## src/rtl/dmem_arbiter.sv

```systemverilog
`default_nettype none
// ============================================================================
// Module   : dmem_arbiter
// Brief    : Two-port round-robin arbiter in front of a single-port data
//            memory. The datapath (cpu) and the debug/loader port (dbg) share
//            one memory strobe. Grants are combinational in the request
//            cycle. Read data comes back one cycle later on the owner's
//            rvalid/rdata.
//            Optional feature macro: DMEM_ARB_LOCK_EN. It adds a dbg_lock
//            input that pins the memory to the debug port.
// Revision : 1.0 - initial release
// ============================================================================
module dmem_arbiter #(
    parameter int ADDR_W = 5,
    parameter int DATA_W = 32
) (
    input  logic              clk,
    input  logic              reset,

    input  logic              cpu_req,
    input  logic              cpu_we,
    input  logic [ADDR_W-1:0] cpu_addr,
    input  logic [DATA_W-1:0] cpu_wdata,
    output logic              cpu_gnt,
    output logic              cpu_rvalid,
    output logic [DATA_W-1:0] cpu_rdata,

    input  logic              dbg_req,
    input  logic              dbg_we,
    input  logic [ADDR_W-1:0] dbg_addr,
    input  logic [DATA_W-1:0] dbg_wdata,
    output logic              dbg_gnt,
    output logic              dbg_rvalid,
    output logic [DATA_W-1:0] dbg_rdata,
`ifdef DMEM_ARB_LOCK_EN
    input  logic              dbg_lock,
`endif

    output logic              mem_en,
    output logic              mem_we,
    output logic [ADDR_W-1:0] mem_addr,
    output logic [DATA_W-1:0] mem_wdata,
    input  logic [DATA_W-1:0] mem_rdata,

    output logic [15:0]       conflict_cnt
);

    // Identity of the most recently granted requester
    localparam logic       c_GNT_CPU = 1'b0;
    localparam logic       c_GNT_DBG = 1'b1;
    localparam logic [15:0] c_CNT_MAX = 16'hFFFF;

    logic        r_last_gnt;
    logic        r_cpu_rvalid;
    logic        r_dbg_rvalid;
    logic [15:0] r_conflict_cnt;
    logic        w_locked;
    logic        w_both_req;
    logic        w_cpu_gnt;
    logic        w_dbg_gnt;

`ifdef DMEM_ARB_LOCK_EN
    localparam logic [0:0] c_ST_ARB    = 1'b0;
    localparam logic [0:0] c_ST_LOCKED = 1'b1;

    logic [0:0] r_state;

    // Lock FSM: the state follows dbg_lock sampled at each edge; reset returns to ARB
    always_ff @(posedge clk) begin
        if (reset) begin
            r_state <= c_ST_ARB;
        end else begin
            case (r_state)
                c_ST_ARB:    if (dbg_lock)  r_state <= c_ST_LOCKED;
                c_ST_LOCKED: if (!dbg_lock) r_state <= c_ST_ARB;
                default:                    r_state <= c_ST_ARB;
            endcase
        end
    end

    assign w_locked = (r_state == c_ST_LOCKED);
`else
    // Without the lock feature the arbiter never leaves round-robin mode
    assign w_locked = 1'b0;
`endif

    assign w_both_req = cpu_req & dbg_req;

    // On contention, grant the side that did not win last time. A lock hands
    // every cycle to dbg. Reset blocks all grants.
    assign w_cpu_gnt = ~reset & ~w_locked & cpu_req &
                       (~dbg_req | (r_last_gnt == c_GNT_DBG));
    assign w_dbg_gnt = ~reset & dbg_req &
                       (w_locked | ~cpu_req | (r_last_gnt == c_GNT_CPU));

    assign cpu_gnt = w_cpu_gnt;
    assign dbg_gnt = w_dbg_gnt;

    // Route the granted requester's fields to the memory; zero them when idle
    always_comb begin
        mem_en    = w_cpu_gnt | w_dbg_gnt;
        mem_we    = 1'b0;
        mem_addr  = '0;
        mem_wdata = '0;
        if (w_cpu_gnt) begin
            mem_we    = cpu_we;
            mem_addr  = cpu_addr;
            mem_wdata = cpu_wdata;
        end else if (w_dbg_gnt) begin
            mem_we    = dbg_we;
            mem_addr  = dbg_addr;
            mem_wdata = dbg_wdata;
        end
    end

    // Round-robin pointer: move on every granted cycle, hold when idle.
    // After reset it points at dbg, so cpu wins the first contended cycle.
    always_ff @(posedge clk) begin
        if (reset) begin
            r_last_gnt <= c_GNT_DBG;
        end else if (w_cpu_gnt) begin
            r_last_gnt <= c_GNT_CPU;
        end else if (w_dbg_gnt) begin
            r_last_gnt <= c_GNT_DBG;
        end
    end

    // Read-return tracking: a granted read raises its owner's rvalid next cycle
    always_ff @(posedge clk) begin
        if (reset) begin
            r_cpu_rvalid <= 1'b0;
            r_dbg_rvalid <= 1'b0;
        end else begin
            r_cpu_rvalid <= w_cpu_gnt & ~cpu_we;
            r_dbg_rvalid <= w_dbg_gnt & ~dbg_we;
        end
    end

    // A reset arriving in the return cycle must hide a read that is in flight
    assign cpu_rvalid = r_cpu_rvalid & ~reset;
    assign dbg_rvalid = r_dbg_rvalid & ~reset;
    assign cpu_rdata  = cpu_rvalid ? mem_rdata : '0;
    assign dbg_rdata  = dbg_rvalid ? mem_rdata : '0;

    // Saturating count of edges where both requesters were asking
    always_ff @(posedge clk) begin
        if (reset) begin
            r_conflict_cnt <= '0;
        end else if (w_both_req && (r_conflict_cnt != c_CNT_MAX)) begin
            r_conflict_cnt <= r_conflict_cnt + 16'd1;
        end
    end

    assign conflict_cnt = r_conflict_cnt;

endmodule
`default_nettype wire

```

## config.mk

```make
export PLATFORM = sky130hd
export DESIGN_NAME = dmem_arbiter
export DESIGN_NICKNAME = d
export VERILOG_FILES = /design/src/rtl/dmem_arbiter.sv
export SDC_FILE = /design/constraint.sdc
export NUM_CORES = 1
export LEC_CHECK = 0
export CORE_AREA = 2 2 90 92
export DETAILED_ROUTE_END_ITERATION = 10
export DIE_AREA = 0 0 92 94
export PLACE_DENSITY = 0.89
export SLEW_MARGIN = 20
export SYNTH_ARGS = -nofsm -noshare
export SYNTH_HDL_FRONTEND = slang
export SYNTH_SLANG_ARGS = --single-unit
export TNS_END_PERCENT = 1
```

## constraint.sdc

```tcl
create_clock -name clk -period 2 [get_ports clk]
set_clock_uncertainty 0.05 [all_clocks]
set_input_delay 0.4 -clock clk [delete_from_list [all_inputs] [get_ports clk]]
set_output_delay 0.4 -clock clk [all_outputs]
set_load 0.1 [all_outputs]
```

# After elaboration in Yosys (flattened, before gate mapping)
# Cells that the tools add are included.
# totals
reg_bits	19
latch_bits	0
mem_bits_rw	0
rom_bits	0
inputBits	112
output_inout_bits	123
wordCells	36
n_memories	0
# op_classes
addsub	1
n_mul	0
div_mod_pow	0
magnitude_cmp	0
eq_ne	1
shift	0
mux	10
n_bitwise	18
n_reduce_logical	2
# ops
op	n
two-way mux 32 bit	4
adder 16 x 1 -> 16 bit (second input constant)	1
!= test 16 bit (second input constant)	1
two-way mux 5 bit	2
AND 1 bit	9
NOT 1 bit	6
two-way mux 1 bit	4
OR 1 bit	3
nonzero test 2 bit	1
logical AND 1 bit	1

# Longest topological paths before layout
# Gate-level depths: netlist of run 1.
# logic_depth
ltp_word	5
depth_mapped	6
mapped_depth_nobuf	5

# Worst setup path after synthesis of run 1
# Ideal clock, no wire load.
# synth_timing
path_type	input-to-output
start	input port reset
end	output port mem_wdata[23]
arrival_ns	2.704
t_required_ns	1.550
slack_ns	-1.154
stages	5
n_path_buf	2
cell_sequence	inv_1 -> and3_1 -> clkbuf_1 -> buf_1 -> a22o_1
# synth_between
elab_cells_between_ends	7
cone_classes	2 x mux; 5 x bitwise
# synth_rtl
element	line	rtl
from (decl)	18	input logic reset,
NOT 1 bit	91	assign w_cpu_gnt = ~reset & ~w_locked & cpu_req &
AND 1 bit (2 in a row)	91	
net cpu_gnt	24	output logic cpu_gnt,
two-way mux 32 bit	105	if (w_cpu_gnt) begin
to (decl)	42	output logic [DATA_W-1:0] mem_wdata,
# The timed path passes the listed nets, and every way through them passes these cells.

# Worst setup path after layout of run 1
# layout_timing
start	input port reset
end	output port dbg_rdata[9]
# layout_between
elab_chain_len	3
# layout_rtl
element	line	rtl
NOT 1 bit	141	assign dbg_rvalid = r_dbg_rvalid & ~reset;
AND 1 bit	141	
two-way mux 32 bit	143	assign dbg_rdata = dbg_rvalid ? mem_rdata : '0;
to (decl)	34	output logic [DATA_W-1:0] dbg_rdata,
# Every way passes these cells.

==> out/metrics.yaml, run 1 <==
outcome: "complete, but fails checks"
violations: "setup timing"
synth_edf_count: 0
area.growth.synth_to_final_pct: 255
tritoncts.num_buffers: 3
total_leakage_power_nw: 2.55
cp-start-kind: "primary input"
post_route_cells_drive_above_1_share_pct: 60.0
worstPathMaxFanout: 16
firstDrtPassIters: 4
post_synth_main_area_contributors: "and2_1 (24%), dfxtp_1 (22%), a22o_1 (19%), clkbuf_1 (3.1%), a21oi_1 (2.6%)"
totalNegativeSetupSlack_ps: -237
fraction_of_the_yosys_area_taken_by_sequential_cells_pct: 22.1
synth.most_common_cell: "and2_1"
die_height_um: 94
design_power_total_mw: 2.14
synth-main-ff-cell: "dfxtp_1"
cts.path.max_buffers: 2
post-route-worst-setup-slack_ps: -24.9
synth_top_area_share_pct: 23.7
timing.critical_path.to_type: "output pin"
post_synth_most_frequent_cells: "and2_1 (65), a22o_1 (38), dfxtp_1 (19), clkbuf_1 (14)"
synth_cell_type_count: 35
drt_iter0_markers: 43
grt_antenna_before_repair: 0
fp-row-count: 32
worst_ep_required_time_ps: 1550
diodes_inserted: 0
top_level_ports: 235
max_slew.worst_pin.slew_ps: 565
globalRouteTotalUtil_pct: 22.2
finalHoldViolCount: 0
dp_hpwl_um: 8410
globalRoute.totalOverflow: 0
timing_max_transition_violations_final: 0
floorplan.initialDensity_pct: 22.6
post-place-cells: 566
cap_viol_max_count: 0
timing.hold.worst.class: "primary input to flop"
cp_data_arrival_time_ps: 1570
place_congestion: 0.830
syn-instance-count: 226
cts_root_buf: "clkbuf_8"
vdd_ir_drop_max_uv: 254
cts_num_sinks: 19
cts_tree: "yes"
setup.worst_path.class: "primary input to output pin"
proportion_of_power_drawn_by_the_clock_network_pct: 12.7
grt_setup_unrepaired: "yes"
viasPerCell: 4.92
finalWirelength_um: 11600
worst_setup_hold_path_clk_slew_ps: 70
fmaxAchievable_ghz: 0.494
timing.slew.headroom_pct: 61.9
timing.final.crit_share_pct: 101
switchingPower_mw: 0.968
share_seq_of_total_power_pct: 18.1
netlist.top_cell.by_area: "and2_1"
buffer_ports.inserted: 234
number_of_standard_cells_in_the_layout_taps_in_and_fillers_out: 577
synth_async_sr_flop_share_pct: 0
post_drt_wl_per_cell_um: 20.1
combPwrFrac_pct: 69.2
synth.net_count: 339
timing.final.setup_violations: 23
first_global_vias: 3002
finalCriticalPeriod_ps: 2020
yosys_register_bits: 19
netlist_area_mm2: 0.00172
die-width_um: 92
dp_worst_setup_slack_ps: -367
core_region_area_mm2: 0.00761
grt_first_pass_wirelength_um: 15300
holdBufCountCts: 0
syn_avg_cell_area_um2: 7.61
power_switching_share_pct: 45.2
synth.yosys.warnings: 0
internal_power_mw: 1.17
design.final.nets: 589
pin_count_of_the_biggest_net_entering_global_routing: 34
vias: 2841
dpl_cell_area_mm2: 0.00554
die_area_mm2: 0.00865
drc: 0
clk-insertion-delay-late_ps: 260
route.antenna.remaining_nets: 0
cts_htree_levels: 1
pwr_density_cell_mw_per_mm2: 351
final_design_area_no_fill_mm2: 0.00610
-- path summary, 6_finish.rpt --
check	cells after the start	slack [ps]	endpoint	from
worst max-delay path	6	-20	dbg_rdata[9]	reset
worst min-delay path	3	430	r_last_gnt$_SDFFE_PP1P_	dbg_req
worst max register to register	6	50	conflict_cnt[14]$_SDFFE_PP0P_	conflict_cnt[0]$_SDFFE_PP0P_
worst min register to register	2	450	conflict_cnt[5]$_SDFFE_PP0P_	conflict_cnt[5]$_SDFFE_PP0P_
-- sequential cells by signal (all words and copies together), names as in the netlist --
signal        count
conflict_cnt     16
r_cpu_rvalid      1
r_dbg_rvalid      1
r_last_gnt        1
-- repair_timing --
item / 4_1_cts / 5_1_grt
setup endpoints to repair: 110 / 98
setup buffers: 0 / 1
resized for setup: 21 / 73
pin swaps: 3 / 31
cloned: 1 / 5
-- metal layers --
layer	up-vias	GRT usage, %	share of wire [%]
met5	-	0	0
met4	0	6.97	3.5
met3	32	3.77	5.3
li1	1331	-	-
met2	137	46.3	59
met1	1341	21.8	32
-- power groups by stage --
stage	Clock (mW)	Sequential, mW	Combinational, mW
after floorplan	0	0.415	0.703
after global placement	0	0.396	1.33
after detailed placement	0	0.396	1.35
after CTS	0.281	0.388	1.38
after global routing	0.304	0.389	1.51
final	0.271	0.388	1.48
-- logic make-up (layout without fill, tap and decap cells) --
family / Yosys count / in the layout / share of synthesized area [%]
compound gates: 61 / 61 / 28.2
xor+xnor: 1 / 1 / 0.510
fa+ha+maj: 1 / 1 / 0.728
buf+inv: 23 / 272 / 5.09
flops: 19 / 19 / 22.1
mux: 3 / 3 / 1.89
simple gates: 118 / 118 / 41.4
-- stage by stage --
| step | hold WS, ps | util (%) |
|---|---|---|
| 2_1_floorplan | 417 | - |
| 3_3_place_gp | 417 | 72.9 |
| 3_5_place_dp | 433 | 72.9 |
| 4_1_cts | 443 | 74.7 |
| 5_1_grt | 455 | 80.2 |
| 6_report | 428 | 80.2 |
-- worst max-delay path: stages --
cell,delay (ps)
dlygate4sd2_1,260
buf_4,160
nor2b_4,180
clkbuf_16,200
and2_1,180
buf_12,180
-- final cells by class --
| class | count | area [µm²] |
|---|---|---|
| Timing Repair Buffer | 265 | 3770 |
| Tap cell | 102 | 128 |
| Clock inverter | 1 | 5.00 |
| Sequential cell | 19 | 407 |
| Multi-Input combinational cell | 184 | 1740 |
| Inverter | 3 | 11.3 |
| Fill cell | 417 | 1500 |
| Clock buffer | 3 | 41.3 |
-- cells in the final DEF (no fill, tap or decap), drive strengths merged --
| cell | count |
|---|---|
| buf | 150 |
| clkdlybuf4s50 | 108 |
| and2 | 65 |
| a22o | 38 |
| dfxtp | 19 |
| nand2 | 9 |
| a21oi | 9 |
| clkbuf | 9 |
| nor2 | 7 |
| or4 | 6 |
| nand4 | 5 |
| nand3 | 5 |
| nor2b | 5 |
| o31ai | 4 |
| o21ai | 4 |
| or3 | 4 |
| nor4 | 4 |
| inv | 3 |
| o41ai | 3 |
| and3 | 2 |
| mux2 | 2 |
| nor3 | 2 |
| nand2b | 1 |
| or2 | 1 |
| and4 | 1 |
| o21bai | 1 |
| nor3b | 1 |
| mux2i | 1 |
| xor2 | 1 |
| o311ai | 1 |
| a211oi | 1 |
| ha | 1 |
| clkinv | 1 |
| dlygate4sd2 | 1 |
No activity file was read; power rests on OpenSTA's default activity.
==> run 2: changes to the inputs <==
--- a/config.mk
+++ b/config.mk
@@ -13,4 +13,3 @@
 export SYNTH_ARGS = -nofsm -noshare
 export SYNTH_HDL_FRONTEND = slang
 export SYNTH_SLANG_ARGS = --single-unit
-export TNS_END_PERCENT = 1
==> out/metrics.yaml, run 2 (same netlist as run 1, synthesis figures left out) <==
outcome: "complete, no violations"
fin_util_pct: 82.1  # +1.8 points
finalCriticalPeriod_ps: 1990  # -36.2 ps
globalRouteTotalUtil_pct: 27.6  # +5.4 points
timing.hold.worst.class: "flop to flop"
die_area_mm2: 0.00865  # unchanged
diodes_inserted: 0  # unchanged
viasPerCell: 4.99  # +1.4%
timing_max_transition_violations_final: 0  # unchanged
place_congestion: 0.917  # +11%
dpl_cell_area_mm2: 0.00594  # +7.2%
fp-row-count: 32  # unchanged
timing.final.crit_share_pct: 99.4  # -1.8 points
pin_count_of_the_biggest_net_entering_global_routing: 34  # unchanged
finalHoldViolCount: 0  # unchanged
vias: 2911  # +2.5%
total_leakage_power_nw: 2.60  # +1.8%
post_drt_wl_per_cell_um: 21.8  # +8.7%
dp_hpwl_um: 10200  # +21%
setup.worst_path.class: "primary input to output pin"
top_level_ports: 235  # unchanged
die-width_um: 92  # unchanged
largest_register_ffs: 16  # unchanged
post_route_cells_drive_above_1_share_pct: 61.5  # +1.5 points
cap_viol_max_count: 0  # unchanged
final_design_area_no_fill_mm2: 0.00624  # +2.3%
pwr_density_cell_mw_per_mm2: 344  # -1.9%
fmaxAchievable_ghz: 0.503  # +1.8%
cts_num_sinks: 19  # unchanged
grt_setup_unrepaired: "yes"
route.antenna.remaining_nets: 0  # unchanged
cts_htree_levels: 1  # unchanged
drc: 0  # unchanged
grt_antenna_before_repair: 0  # unchanged
totalNegativeSetupSlack_ps: 0  # +237 ps
cp_data_arrival_time_ps: 1540  # -30 ps
grt_first_pass_wirelength_um: 18100  # +18%
globalRoute.totalOverflow: 0  # unchanged
design.final.nets: 595  # +1.0%
vdd_ir_drop_max_uv: 266  # +4.9%
worst_ep_required_time_ps: 1550  # about the same
cts_tree: "yes"
worstPathMaxFanout: 12  # -4
cts.path.max_buffers: 2  # unchanged
max_slew.worst_pin.slew_ps: 386  # -179 ps
final_common_cell: "buf_12"
firstDrtPassIters: 4  # unchanged
clk-insertion-delay-late_ps: 250  # about the same
first_global_vias: 3128  # +4.2%
drt_iter0_markers: 47  # +9.3%
cts_root_buf: "clkbuf_8"
area.growth.synth_to_final_pct: 263
cp-start-kind: "primary input"
timing.slew.headroom_pct: 74.2  # +12 points
tritoncts.num_buffers: 3  # unchanged
num-fill-cells: 396  # -5.0%
floorplan.initialDensity_pct: 22.6  # unchanged
final_cell_mix: "buf_12 (115), clkdlybuf4s50_1 (108), and2_2 (43), a22o_4 (38), buf_4 (36)"
whs_ps: 464  # +35.5 ps
die_height_um: 94  # unchanged
finalWirelength_um: 12700  # +9.8%
core_region_area_mm2: 0.00761  # unchanged
buffer_ports.inserted: 234  # unchanged
worst_setup_hold_path_clk_slew_ps: 70  # about the same
timing.critical_path.to_type: "output pin"
timing.final.setup_violations: 0  # -100%
run 2: changes by cell type in the layout (fill, tap and decap cells not counted), sizes merged:
cell | before | now
buf | 150 | 160
clkbuf | 9 | 6
clkdlybuf4s15 | 0 | 1
clkinv | 1 | 0
dlygate4sd2 | 1 | 0
run 2: timing repair:
| action | CTS | global route |
|---|---|---|
| gates resized for setup | 20 | 5 |
| setup endpoints to repair | 112 | 38 |
| gates cloned | 4 | 2 |
| hold buffers | 0 | 0 |
| pin swaps | 3 | 21 |
| setup buffers | 4 | 1 |
run 2: final timing paths:
check,startpoint,to,slack [ps],cells past startpoint
worst max-delay path,dbg_req,mem_wdata[7],10,7
worst min-delay path,conflict_cnt[10]$_SDFFE_PP0P_,conflict_cnt[10]$_SDFFE_PP0P_,460,1
worst max register to register,conflict_cnt[1]$_SDFFE_PP0P_,conflict_cnt[1]$_SDFFE_PP0P_,160,7
worst min register to register,conflict_cnt[10]$_SDFFE_PP0P_,conflict_cnt[10]$_SDFFE_PP0P_,460,1
run 2: final cells by class:
class / count / area (µm²) / share of cell area [%]
well taps: 102 / 128 / 2.04
inverters: 3 / 11.3 / 0.180
multi-input cells: 184 / 1750 / 28.0
flip-flops and latches: 19 / 442 / 7.07
clock buffers: 4 / 45.0 / 0.721
repair buffers: 271 / 3870 / 62.0
run 2: through the flow:
stage / power [mW] / setup WS, ps / instances
4_1_cts: 2.14 / 13.2 / 580
5_1_grt: 2.21 / -20.0 / 583
6_report: 2.15 / 11.3 / 583
2_1_floorplan: 1.16 / -80.7 / 226
3_3_place_gp: 1.81 / -306 / 568
3_5_place_dp: 1.83 / -315 / 568
run 2: power by group:
part | internal [mW] | switching (mW) | total [mW]
registers | 0.365 | 0.00662 | 0.371
clock network | 0.141 | 0.119 | 0.260
logic | 0.676 | 0.842 | 1.52
total | 1.18 | 0.967 | 2.15
run 2: per-layer routing:
layer,global-route usage (%),vias to the layer above,share of wire [%],wire length (µm)
met2,56.3,153,58,7410
met1,26.9,1388,32,4110
met3,5.86,28,6.2,788
met4,9.83,0,3.3,425
li1,-,1342,-,-
met5,0,-,0,0
run 2: critical path, cell delays in order:
cell    delay, ps
buf_2         130
buf_6         120
and3_4        210
buf_6         130
buf_12        140
a22o_4        230
buf_12        160
==> run 3: changes to the inputs <==
--- a/config.mk
+++ b/config.mk
@@ -5,10 +5,11 @@
 export SDC_FILE = /design/constraint.sdc
 export NUM_CORES = 1
 export LEC_CHECK = 0
-export CORE_AREA = 2 2 90 92
+export CORE_AREA = 2 2 91 93
 export DETAILED_ROUTE_END_ITERATION = 10
-export DIE_AREA = 0 0 92 94
-export PLACE_DENSITY = 0.89
+export DIE_AREA = 0 0 93 95
+export DONT_BUFFER_PORTS = 1
+export PLACE_DENSITY = 0.47
 export SLEW_MARGIN = 20
 export SYNTH_ARGS = -nofsm -noshare
 export SYNTH_HDL_FRONTEND = slang
==> out/metrics.yaml, run 3 (same netlist as run 1, synthesis figures left out) <==
outcome: "complete, no violations"
finalHoldViolCount: 0  # unchanged
grt_antenna_before_repair: 0  # unchanged
grt_first_pass_wirelength_um: 12200  # -33%
post_drt_wl_per_cell_um: 20.8  # -4.9%
worst_path_largest_cell_delay_ps: 330  # +100 ps
holdBufCountCts: 0  # unchanged
place_congestion: 0.803  # -13%
cts_tree: "yes"
globalRoute.totalOverflow: 0  # unchanged
number_of_standard_cells_in_the_layout_taps_in_and_fillers_out: 407  # -30%
drc: 0  # unchanged
finalCriticalPeriod_ps: 1990  # -3.61 ps
design_power_total_mw: 1.58  # -27%
timing.slew.headroom_pct: 78.0  # +3.9 points
setup.worst_path.class: "flop to output pin"
reg2reg_slack_ps: 190  # +30 ps
area.growth.synth_to_final_pct: 118
finalWirelength_um: 8450  # -34%
vias: 2059  # -29%
cts_root_buf: "clkbuf_8"
post-route-worst-setup-slack_ps: 14.9  # +3.61 ps
dp_worst_setup_slack_ps: 139  # +454 ps
post-place-cells: 396  # -30%
worst_setup_hold_path_clk_slew_ps: 70  # about the same
whs_ps: 143  # -320 ps
cts.path.max_buffers: 2  # unchanged
worst_path_max_delay_cell: "dfxtp_2"
timing.critical_path.cells: "nand2b_4 > and3_4 > buf_4 > a22o_4 > buf_12"
timing.hold.worst.class: "primary input to flop"
die_height_um: 95  # +1.1%
core_region_area_mm2: 0.00793  # +4.2%
die-width_um: 93  # +1.1%
viasPerCell: 5.06  # +1.3%
fp-row-count: 33  # +3.1%
firstDrtPassIters: 5  # +1
timing.critical_path.to_type: "output pin"
max_slew.worst_pin.slew_ps: 329  # -56.8 ps
cp-start-kind: "flop"
route.antenna.remaining_nets: 0  # unchanged
num-fill-cells: 742  # +87%
timing.final.crit_share_pct: 99.3  # -0.18 points
total_leakage_power_nw: 1.57  # -40%
pwr_density_cell_mw_per_mm2: 421  # +22%
fin_util_pct: 47.3  # -35 points
post_route_cells_drive_above_1_share_pct: 73.8  # +12 points
cts_htree_levels: 1  # unchanged
cp_data_arrival_time_ps: 1540  # about the same
pin_count_of_the_biggest_net_entering_global_routing: 34  # unchanged
final_common_cell: "buf_12"
worstPathMaxFanout: 6  # -6
worst_ep_required_time_ps: 1550  # about the same
buffer_ports.inserted: 0  # -100%
totalNegativeSetupSlack_ps: 0  # unchanged
globalRouteTotalUtil_pct: 17.8  # -9.8 points
first_global_vias: 2048  # -35%
largest_register_ffs: 16  # unchanged
floorplan.initialDensity_pct: 21.7  # -0.91 points
clk-insertion-delay-late_ps: 260  # about the same
final_cell_mix: "buf_12 (54), and2_2 (43), a22o_4 (38), buf_4 (35), and2_4 (18)"
design.final.nets: 416  # -30%
cap_viol_max_count: 0  # unchanged
final_design_area_no_fill_mm2: 0.00375  # -40%
top_level_ports: 235  # unchanged
diodes_inserted: 0  # unchanged
dp_hpwl_um: 6970  # -32%
grt_setup_unrepaired: "yes"
cts_num_sinks: 19  # unchanged
timing.final.setup_violations: 0  # unchanged
vdd_ir_drop_max_uv: 321  # +20%
die_area_mm2: 0.00884  # +2.2%
dpl_cell_area_mm2: 0.00362  # -39%
drt_iter0_markers: 69  # +47%
timing_max_transition_violations_final: 0  # unchanged
tritoncts.num_buffers: 3  # unchanged
fmaxAchievable_ghz: 0.504  # +0.18%
[run 3: what timing repair did]
action,in CTS,in global routing
buffers inserted,2,4
resized for setup,4,0
endpoints found under the hold margin,0,0
setup endpoints to repair,34,27
pin swaps,6,8
cloned,1,0
[run 3: metal layers]
layer | global-route usage, % | up-vias | wire length, µm
li1 | - | 977 | -
met1 | 19.6 | 956 | 2870
met2 | 34.1 | 121 | 4800
met3 | 5.27 | 5 | 732
met4 | 2.94 | 0 | 52
met5 | 0 | - | 0
[run 3: final timing paths]
path / start / to / cells after the start
setup reg to reg: conflict_cnt[6]$_SDFFE_PP0P_ / conflict_cnt[11]$_SDFFE_PP0P_ / 4
hold / removal: reset / conflict_cnt[13]$_SDFFE_PP0P_ / 1
setup / recovery: r_last_gnt$_SDFFE_PP1P_ / mem_wdata[9] / 5
hold reg to reg: conflict_cnt[10]$_SDFFE_PP0P_ / conflict_cnt[10]$_SDFFE_PP0P_ / 1
[run 3: final cells by class]
type	count	area, µm²	share of cell area [%]
repair buffers	91	1370	36.5
multi-input cells	185	1750	46.7
inverters	3	11.3	0.301
well taps	105	131	3.51
clock buffers	4	45.0	1.20
flip-flops and latches	19	442	11.8
[run 3: critical path, delay by kind of cell (launching register included)]
| kind | cells | cell delay [ps] |
|---|---|---|
| and+or+nand+nor | 2 | 350 |
| AOI/OAI and AO/OA | 1 | 260 |
| DFF | 1 | 330 |
| buffers and inverters | 2 | 320 |
[run 3: power breakdown]
part	total, mW	switching (mW)	internal [mW]	leakage [nW]
Clock	0.271	0.129	0.142	0.0228
Combinational	0.937	0.696	0.241	1.38
Sequential	0.370	0.00517	0.364	0.166
